**config.mk**
```make
export PLATFORM = sky130hd
export DESIGN_NAME = zero_detect_pipe
export DESIGN_NICKNAME = d
export VERILOG_FILES = /design/src/rtl/zd_pkg.sv /design/src/rtl/or_reduce_stage.sv /design/src/rtl/zero_detect_pipe.sv
export SDC_FILE = /design/constraint.sdc
export NUM_CORES = 1
export LEC_CHECK = 0
export CAP_MARGIN = 20
export CORE_MARGIN = 2
export CORE_UTILIZATION = 35
export CTS_CLUSTER_SIZE = 20
export DETAILED_ROUTE_END_ITERATION = 8
export GPL_TIMING_DRIVEN = 0
export HOLD_SLACK_MARGIN = 0.02
export MAX_ROUTING_LAYER = met4
export PLACE_DENSITY = 0.71
export SLEW_MARGIN = 0
export SYNTH_ARGS = -nofsm -noshare
export SYNTH_HDL_FRONTEND = slang
export SYNTH_HIERARCHICAL = 1
export SYNTH_SLANG_ARGS = --single-unit
```
**constraint.sdc**
```tcl
create_clock -name clk -period 4.1 [get_ports clk]
set_input_delay 0.41 -clock clk [delete_from_list [all_inputs] [get_ports clk]]
set_output_delay 0.41 -clock clk [all_outputs]
set_load 0.01 [all_outputs]
```
**src/rtl/zd_pkg.sv**
```systemverilog
// Shared types and elaboration helpers for the pipelined zero-detect block.
package zd_pkg;

    typedef enum logic [1:0] {
        ZD_NOR_OR = 2'b00,
        ZD_ZERO_A = 2'b01,
        ZD_EQUAL  = 2'b10,
        ZD_ONES_A = 2'b11
    } zd_mode_t;

    // Number of FANIN-ary OR levels needed to reduce width bits to one.
    function automatic int clog_fanin(input int width, input int fanin);
        int n;
        int w;
        n = 0;
        w = width;
        while (w > 1) begin
            w = (w + fanin - 1) / fanin;
            n++;
        end
        return n;
    endfunction

    // Bit count remaining after `level` reduction levels.
    function automatic int level_width(input int width, input int fanin, input int level);
        int w;
        w = width;
        for (int i = 0; i < level; i++) w = (w + fanin - 1) / fanin;
        return w;
    endfunction

endpackage

```
**src/rtl/or_reduce_stage.sv**
```systemverilog
// One OR-tree level: each output bit ORs a group of FANIN inputs; the last group may be partial.
module or_reduce_stage #(
    parameter int IN_W  = 8,
    parameter int FANIN = 4
) (
    input  logic [IN_W-1:0]                  in_bits,
    output logic [(IN_W+FANIN-1)/FANIN-1:0]  out_bits
);
    localparam int OUT_W = (IN_W + FANIN - 1) / FANIN;
    localparam int PAD_W = OUT_W * FANIN;

    // Zero-extend so the partial last group ORs in zeros.
    logic [PAD_W-1:0] padded;
    assign padded = PAD_W'(in_bits);

    for (genvar g = 0; g < OUT_W; g++) begin : g_grp
        assign out_bits[g] = |padded[g*FANIN +: FANIN];
    end

endmodule

```
**src/rtl/zero_detect_pipe.sv**
```systemverilog
// Pipelined zero/equal/all-ones detector: per-bit prep, registered FANIN-ary OR tree, inverted flag.
module zero_detect_pipe
    import zd_pkg::*;
#(
    parameter int WIDTH = 64,
    parameter int FANIN = 4,
    parameter int CNT_W = 16
) (
    input  logic             clk,
    input  logic             reset,
    input  logic             in_valid,
    output logic             in_ready,
    input  logic [WIDTH-1:0] a,
    input  logic [WIDTH-1:0] b,
    input  logic [1:0]       mode,
    output logic             out_valid,
    input  logic             out_ready,
    output logic             flag,
    output logic [CNT_W-1:0] flag_count,
    input  logic             count_clr
);
    localparam int LEVELS = clog_fanin(WIDTH, FANIN);

    logic             en;
    logic             accept;
    logic [WIDTH-1:0] prep;
    logic [LEVELS:1]  vld_pipe;
    zd_mode_t         mode_t;

    assign mode_t   = zd_mode_t'(mode);
    assign en       = ~out_valid | out_ready;
    assign in_ready = en;
    assign accept   = in_valid & in_ready;

    // Every mode maps onto "flag = no bit of prep set".
    always_comb begin
        prep = a | b;
        case (mode_t)
            ZD_NOR_OR: prep = a | b;
            ZD_ZERO_A: prep = a;
            ZD_EQUAL:  prep = a ^ b;
            ZD_ONES_A: prep = ~a;
            default:   prep = a | b;
        endcase
    end

    for (genvar k = 1; k <= LEVELS; k++) begin : g_lvl
        localparam int IN_W  = level_width(WIDTH, FANIN, k - 1);
        localparam int OUT_W = level_width(WIDTH, FANIN, k);

        logic [IN_W-1:0]  d;
        logic [OUT_W-1:0] nxt;
        logic [OUT_W-1:0] q;

        if (k == 1) begin : g_first
            assign d = prep;
        end else begin : g_next
            assign d = g_lvl[k-1].q;
        end

        or_reduce_stage #(.IN_W(IN_W), .FANIN(FANIN)) u_or (
            .in_bits (d),
            .out_bits(nxt)
        );

        // Data needs no reset: it is only observed behind its valid bit.
        always_ff @(posedge clk) begin
            if (en) q <= nxt;
        end
    end

    always_ff @(posedge clk) begin
        if (reset) begin
            vld_pipe <= '0;
        end else if (en) begin
            vld_pipe[1] <= accept;
            for (int k = 2; k <= LEVELS; k++) vld_pipe[k] <= vld_pipe[k-1];
        end
    end

    assign out_valid = vld_pipe[LEVELS];
    assign flag      = vld_pipe[LEVELS] & ~g_lvl[LEVELS].q[0];

    always_ff @(posedge clk) begin
        if (reset || count_clr) begin
            flag_count <= '0;
        end else if (out_valid && out_ready && flag && (flag_count != {CNT_W{1'b1}})) begin
            flag_count <= flag_count + 1'b1;
        end
    end

endmodule

```
After elaboration in Yosys (flattened, before gate mapping) --
Index checks and enable logic that the tools add are counted.
Word-level totals: flip-flop bits (word level) 40, latch bits 0, RAM bits 0, bits in read-only memories 0, input bits 135, output and inout port bits 19, word-level logic and storage cells 45, memories kept 0
Cells by class: add/sub/neg operators 1, multiply operators 0, div/mod/pow operators 0, $lt $le $gt $ge 0, equality and inequality tests 4, shift-type cells 0, multiplexer cells 1, bitwise logic cells 8, reduce and logical (&&, ||, !) cells 26
Operator list (count):
- $pmux 64 s4 | 1
- $reduce_or 4->1 | 21
- $not 64->64 | 1
- $or 64x64->64 | 1
- $xor 64x64->64 | 1
- $add 16x1->16 const B | 1
- $ne 16x16->1 const B | 1
- $eq 2x2->1 const B | 2
- $logic_and 1x1->1 | 3
- $and 1x1->1 | 2
- $eq 2x1->1 const B | 1
- $logic_not 2->1 | 1
- $not 1->1 | 2
- $logic_or 1x1->1 | 1
- $or 1x1->1 | 1

Longest topological paths before layout --
Gate-level depths: netlist (run 1).
depth in word-level cells 4, mapped depth 7, mapped depth without buffers 6

Hierarchy --
The synthesis (run 1) kept the hierarchy.
Modules (own cells, without submodules):
- zero_detect_pipe | times used 1, cells an instance 683, area an instance 4586.9 um2, sequential area each 1011.0 um2
- or_reduce_stage (g_lvl[1].u_or) | times used 1, cells an instance 16, area an instance 120.1 um2, sequential area each 0.0 um2
- or_reduce_stage (g_lvl[2].u_or) | times used 1, cells an instance 4, area an instance 30.0 um2, sequential area each 0.0 um2
- or_reduce_stage (g_lvl[3].u_or) | times used 1, cells an instance 1, area an instance 7.5 um2, sequential area each 0.0 um2

Least setup slack after synthesis (run 1) --
OpenSTA, ideal clock, no wires.
path kind input -> register, start point input port mode[0], end point register g_lvl[1].q[1] (data pin), library setup time 0.272 ns, arrival 1.682 ns, required time 3.828 ns, path slack 2.146 ns, cell stages on the path 6, path buffers 2, path through clkbuf_1 -> clkbuf_1 -> nand2_1 -> a21oi_1 -> a31oi_1 -> or4_1
Between the ends: cells in the longest elaborated chain, start to end 3, elaborated cells between the ends (all ways) 6, those cells by class eq/ne: 3; mux: 1; reduce/logical: 2
RTL lines:
- start: declaration | line zero_detect_pipe.sv:15 | input logic [1:0] mode,
- $eq 2x2->1, or another cell as far along | line zero_detect_pipe.sv:38 | case (mode_t)
- $pmux 64 s4 * | line zero_detect_pipe.sv:38
- net g_lvl[1].d[5] | line zero_detect_pipe.sv:51 | logic [IN_W-1:0] d;
- $reduce_or 4->1 * | line or_reduce_stage.sv:17 | assign out_bits[g] = |padded[g*FANIN +: FANIN];
- net g_lvl[1].nxt[1] | line zero_detect_pipe.sv:52 | logic [OUT_W-1:0] nxt;
- end signal: assignment | line zero_detect_pipe.sv:68 | if (en) q <= nxt;
- end: declaration | line zero_detect_pipe.sv:53 | logic [OUT_W-1:0] q;
The timed path passes the listed nets; every way through them passes the cells marked *. A chain may end at the register's enable or synchronous reset.

Worst setup path in the final report (run 1) --
start point input port out_ready, end point output port in_ready
Between the ends: cells in the longest elaborated chain, start to end 1
RTL lines:
- start: declaration | line zero_detect_pipe.sv:17 | input logic out_ready,
- $or 1x1->1 | line zero_detect_pipe.sv:31 | assign en = ~out_valid | out_ready;
- end: declaration | line zero_detect_pipe.sv:12 | output logic in_ready,
No other way between the ends.

==> results of run 1 <==
-- report_power, final --
group	internal, mW	switching, mW	total, mW
Combinational	0.217	0.201	0.418
Clock	0.286	0.149	0.435
Sequential	0.426	0.00176	0.427
Total	0.929	0.352	1.28
-- layout make-up --
type / instances / area share (%)
Clock inverter: 2 / 0.5276
Timing Repair Buffer: 151 / 22.76
Sequential cell: 40 / 15.23
Tap cell: 176 / 3.316
Inverter: 132 / 7.462
Multi-Input combinational cell: 494 / 46.60
Clock buffer: 6 / 1.941
Buffer: 38 / 2.167
-- per-layer routing --
layer | track usage [%] | routed length, µm | part of all wire [%] | up-vias
li1 | - | - | - | 2659
met1 | 25.06 | 6283 | 46 | 2227
met2 | 30.83 | 6223 | 46 | 188
met3 | 2.500 | 760 | 5.6 | 23
met4 | 6.105 | 269 | 2.0 | 0
met5 | - | 0 | 0 | -
-- Yosys cell counts (2+ instances only) --
cell / number
ha_1: 65
xnor2_1: 5
nand4_1: 6
dfxtp_1: 19
nand2b_1: 52
o21ai_0: 79
or3_1: 3
nor2_1: 53
a21oi_1: 70
inv_1: 132
or4_1: 21
nand2_1: 78
a31oi_1: 29
buf_1: 5
nor2b_1: 2
a2111oi_2: 2
clkbuf_1: 32
edfxtp_1: 21
nand3_1: 5
and3_1: 4
xor2_1: 3
-- registers in the layout, indices dropped and copies added (netlist names) --
register	flops
vld_pipe	3
flag_count	16
g_lvl.q	21
-- worst register-to-register path: stages (launching register included) --
cell	delay, ns
dfxtp_1	0.41
ha_1	0.27
nand3_1	0.15
nor3_2	0.33
nand4_1	0.20
or3_1	0.34
a21oi_1	0.14
-- worst min path at each step --
stage | from | endpoint | slack (ns) | cells past startpoint
6_report | vld_pipe[1] | vld_pipe[1] | 0.46 | 2
5_1_grt | vld_pipe[1] | vld_pipe[1] | 0.49 | 2
4_1_cts | vld_pipe[1] | vld_pipe[1] | 0.46 | 2
3_5_place_dp | vld_pipe[1] | vld_pipe[1] | 0.45 | 2
3_3_place_gp | vld_pipe[2] | vld_pipe[2] | 0.44 | 2
2_1_floorplan | vld_pipe[1] | vld_pipe[1] | 0.43 | 2
-- logic make-up (layout without fill, tap and decap cells) --
logic type	after synthesis	count (layout)
AOI/OAI and AO/OA	187	187
xor gates and xnor gates	8	8
adders and majority gates	65	65
buffers and inverters	170	329
DFF	40	40
muxes	1	1
and+or+nand+nor	233	233
==> impl_metrics.json, run 1 <==
{
  "clkSinkCount": 40,
  "crit_buf_inv": 3,
  "final_area_um2": 6640,
  "hold_ws_ns": 0.4556,
  "clock_path_buffers": 2,
  "first_iter_violations": 430,
  "netlist_area_um2": 4745,
  "path_clk_slew_ns": 0.06,
  "endpoint": "in_ready",
  "netlist-cell-type-count": 39,
  "path_class": "input port to primary output",
  "postCtsResizedCells": 0,
  "synth-edff-count": 21,
  "dieWidth_um": 120.4,
  "crit_family": "buffers and inverters",
  "muxShareOfSynthArea_pct": 0.2373,
  "overflow": 0,
  "post_cts.repair.setup_buffers": 0,
  "ys_warn_count": 6,
  "cts-root-buf": "clkbuf_16",
  "cts_hold_repair.buffers": 0,
  "synth_area_leaders": "ha_1 17%, edfxtp_1 13%, inv_1 10%",
  "fin_crit_ns": 2.759,
  "syn-num-nets": 904,
  "pre_cts_slack_ns": 1.293,
  "postRouteAntennaNets": 0,
  "cp_data_required_time_ns": 3.69,
  "max_stage_delay_ns": 0.68,
  "end_kind": "primary output",
  "cts_buffers": 5,
  "rsz0062_at_grt": "false",
  "finish.utilization_pct": 50.14,
  "rr_startpoint": "flag_count[0]",
  "r2r_cells": 6,
  "tightest_slew_ns": 0.8654,
  "synth_compound_area_share_pct": 21.33,
  "cp_data_arrival_time_ns": 2.35,
  "grt_max_degree": 25,
  "multi_input_area_um2": 3094,
  "crit_cells": 4,
  "maxSlewHeadroom_pct": 42.25,
  "fmax_mhz": 362.4,
  "clock_latency_ns": 0.28,
  "critical_path.max_fanout": 24,
  "io_pins": 154,
  "r2r_setup_slack_ns": 2.18,
  "fin_skew_ns": 0.002995,
  "floorplan.rows": 42,
  "wirelength_um": 13540,
  "die_h_um": 120.4,
  "grt_pass1_wl_um": 22020,
  "track_usage_pct": 19.16,
  "dp_hpwl_um": 11010,
  "yosysTopAreaCell": "ha_1",
  "fin_setup_tns_ns": 0,
  "drv_cap": 0,
  "first_pass_iters": 5,
  "hp-class": "flip-flop to flip-flop",
  "antenna_found_initial": 0,
  "drv_slew": 0,
  "setup.worst_path.start": "out_ready",
  "startpoint_type": "input port",
  "setup_ws_ns": 1.341,
  "powerDensity_nw_per_um2": 192.9,
  "layout.cells.non_filler": 1039,
  "cp_common_cell": "clkdlybuf4s50_1",
  "routabilityCongestion": 0.9349,
  "cts_tree": "yes",
  "mostFrequentLayoutCells": "151 x clkdlybuf4s50_1, 132 x inv_1, 79 x o21ai_0",
  "die_area_um2": 14500,
  "synth_ff_type": "edfxtp_1",
  "initial_core_util_pct": 35.83,
  "synth_fa_ha_area_share_pct": 17.14,
  "placed_area_um2": 6476,
  "htreeDepth": 2,
  "period_share_pct": 67.30,
  "async_flop_share_pct": 0,
  "num-nets-final": 1062,
  "ys_ff_latch": 40,
  "synth-seq-area-share_pct": 21.31,
  "dp.cells": 1031,
  "numPortBuffers": 151,
  "routed_via_density": 4.906,
  "layout_commonest_cell": "clkdlybuf4s50_1",
  "route.detailed.drc": 0,
  "antennaDiodeCount": 0,
  "p_total_mw": 1.281,
  "fp.coreArea_um2": 13240,
  "status": "finished clean",
  "setup_viol": 0,
  "regArea_um2": 1011,
  "synthSimpleGateAreaFrac_pct": 25.03,
  "synth_area_per_cell_um2": 6.739,
  "crit_path_cell_trace": "clkdlybuf4s50_1, nor2b_1, inv_1, clkdlybuf4s50_1",
  "synth_top_family_by_area": "simple AND/OR/NAND/NOR gates",
  "finalHoldViolations": 0,
  "avgRoutedWirePerCell_um": 13.03,
  "r2r_end": "flag_count[10]",
  "yosys.area_share.xor_xnor_pct": 1.477,
  "num_vias": 5097,
  "yosysTopAreaCellShare_pct": 17.14,
  "grt_pass1_vias": 4810,
  "syn_to_final_growth_pct": 39.95,
  "n_fill_cell": 1316,
  "peakVddDrop_uv": 205.2,
  "drive_above_1_share_pct": 2.202,
  "critPathSlowestCell": "clkdlybuf4s50_1",
  "synth_cells": 704,
  "p_leak_nw": 2.947
}
No activity file was read; power rests on OpenSTA's default activity.
==> inputs of run 2 (changes only) <==
clock period = 2.9 ns   (was 4.1 ns; I/O delays follow)
==> results of run 2 <==
Same layout as run 1 (identical final DEF). Status: finished clean.
Among the figures that moved: setup slack after placement 1.293 ns -> 0.3331 ns; setup slack after layout 1.341 ns -> 0.3806 ns; register-to-register setup slack 2.18 ns -> 0.98 ns; total power 1.281 mW -> 1.811 mW; worst IR drop on VDD 205.2 µV -> 290.1 µV
==> inputs of run 3 (changes only) <==
CORE_UTILIZATION = 48   (was 35)
PLACE_DENSITY = 0.9   (was 0.71)
==> impl_metrics.json, run 3 (synthesis results as in run 1) <==
{
  "status": "finished clean",
  "overflow": 0,
  "powerDensity_nw_per_um2": 239.4,
  "end_kind": "primary output",
  "num_vias": 5227,
  "cts-root-buf": "clkbuf_8",
  "initial_core_util_pct": 48.99,
  "layout_commonest_cell": "clkdlybuf4s50_1",
  "pre_cts_slack_ns": 0.3568,
  "drive_above_1_share_pct": 2.317,
  "first_iter_violations": 293,
  "wirelength_um": 12880,
  "setup_viol": 0,
  "layout.cells.non_filler": 996,
  "p_leak_nw": 2.914,
  "whs_endpoint": "vld_pipe[1]",
  "grt_pass1_vias": 4787,
  "clock_path_buffers": 2,
  "fp.coreArea_um2": 9684,
  "drv_cap": 0,
  "fin_setup_tns_ns": 0,
  "critical_path.max_fanout": 24,
  "rr_startpoint": "flag_count[0]",
  "antennaDiodeCount": 0,
  "cp_data_arrival_time_ns": 2.21,
  "clkSinkCount": 40,
  "path_clk_slew_ns": 0.08,
  "hp-class": "flip-flop to flip-flop",
  "io_pins": 154,
  "fmax_mhz": 400.5,
  "worstHoldPathCells": 2,
  "crit_path_cell_trace": "clkdlybuf4s50_1, nor2b_1, inv_1, clkdlybuf4s50_1",
  "num-nets-final": 1062,
  "clock_latency_ns": 0.30,
  "largest-register": "g_lvl.q",
  "routed_via_density": 5.248,
  "cp_common_cell": "clkdlybuf4s50_1",
  "mostFrequentLayoutCells": "151 x clkdlybuf4s50_1, 132 x inv_1, 79 x o21ai_0",
  "finish.utilization_pct": 67.22,
  "cts_buffers": 5,
  "antenna_found_initial": 0,
  "syn_to_final_growth_pct": 37.21,
  "critPathSlowestCell": "clkdlybuf4s50_1",
  "hold_ws_ns": 0.4580,
  "cp_data_required_time_ns": 2.61,
  "tightest_slew_ns": 0.8370,
  "htreeDepth": 2,
  "rsz0062_at_grt": "false",
  "numPortBuffers": 151,
  "startpoint_type": "input port",
  "placed_area_um2": 6422,
  "r2r_end": "flag_count[10]",
  "first_pass_iters": 5,
  "avgRoutedWirePerCell_um": 12.93,
  "largest_registers": "g_lvl.q: 21 flops, flag_count: 16 flops, vld_pipe: 3 flops",
  "postRouteAntennaNets": 0,
  "r2r_setup_slack_ns": 1.09,
  "cts_tree": "yes",
  "grt_pass1_wl_um": 21290,
  "largest_register_ffs": 21,
  "max_stage_delay_ns": 0.68,
  "grt_max_degree": 25,
  "period_share_pct": 86.11,
  "regArea_um2": 1011,
  "dp.cells": 988,
  "maxSlewHeadroom_pct": 44.14,
  "die_area_um2": 10700,
  "p_total_mw": 1.558,
  "cts_hold_repair.buffers": 0,
  "postCtsResizedCells": 0,
  "fin_skew_ns": 0.01084,
  "min_from": "vld_pipe[1]",
  "dp_hpwl_um": 10660,
  "fin_crit_ns": 2.497,
  "post_cts.repair.setup_buffers": 0,
  "path_class": "input port to primary output",
  "track_usage_pct": 25.62,
  "n_fill_cell": 826,
  "dieWidth_um": 103.4,
  "setup_ws_ns": 0.4028,
  "r2r_cells": 6,
  "drv_slew": 0,
  "die_h_um": 103.4,
  "route.detailed.drc": 0,
  "floorplan.rows": 36,
  "final_area_um2": 6510,
  "multi_input_area_um2": 3094,
  "peakVddDrop_uv": 153.5,
  "finalHoldViolations": 0,
  "routabilityCongestion": 0.9164
}
## run 3: cell type report
type,instances,area share (%)
tap,133,2.556
sequential,40,15.53
clock inverter,3,0.2883
multi-input combinational,494,47.53
clock buffer,5,1.057
inverter,132,7.611
buffer,38,2.210
timing repair buffer,151,23.22
## run 3: how the worst max path moves through the flow
| stage | startpoint | to | cells past startpoint |
|---|---|---|---|
| 2_1_floorplan | mode[0] | g_lvl[1].q[1] | 6 |
| 3_3_place_gp | out_ready | in_ready | 4 |
| 6_report | out_ready | in_ready | 4 |
| 4_1_cts | out_ready | in_ready | 4 |
| 5_1_grt | out_ready | in_ready | 4 |
| 3_5_place_dp | out_ready | in_ready | 4 |
## run 3: metal layers
layer  vias to the layer above  routed length [µm]  part of all wire, %  global-route usage [%]
met1                      2307                5292                   41                   30.85
met2                       213                6171                   48                   43.28
met5                         -                   0                    0                       -
met4                         0                 429                  3.3                   9.413
li1                       2665                   -                    -                       -
met3                        42                 989                  7.7                   3.965
## run 3: power breakdown
part	internal, mW	switching [mW]
logic	0.307	0.281
clock network	0.168	0.199
registers	0.601	0.00255
## run 3: worst max-delay path: cells and delay by family
kind / cells / cell delay, ns
buf+inv: 3 / 1.82
simple gates: 1 / 0.10
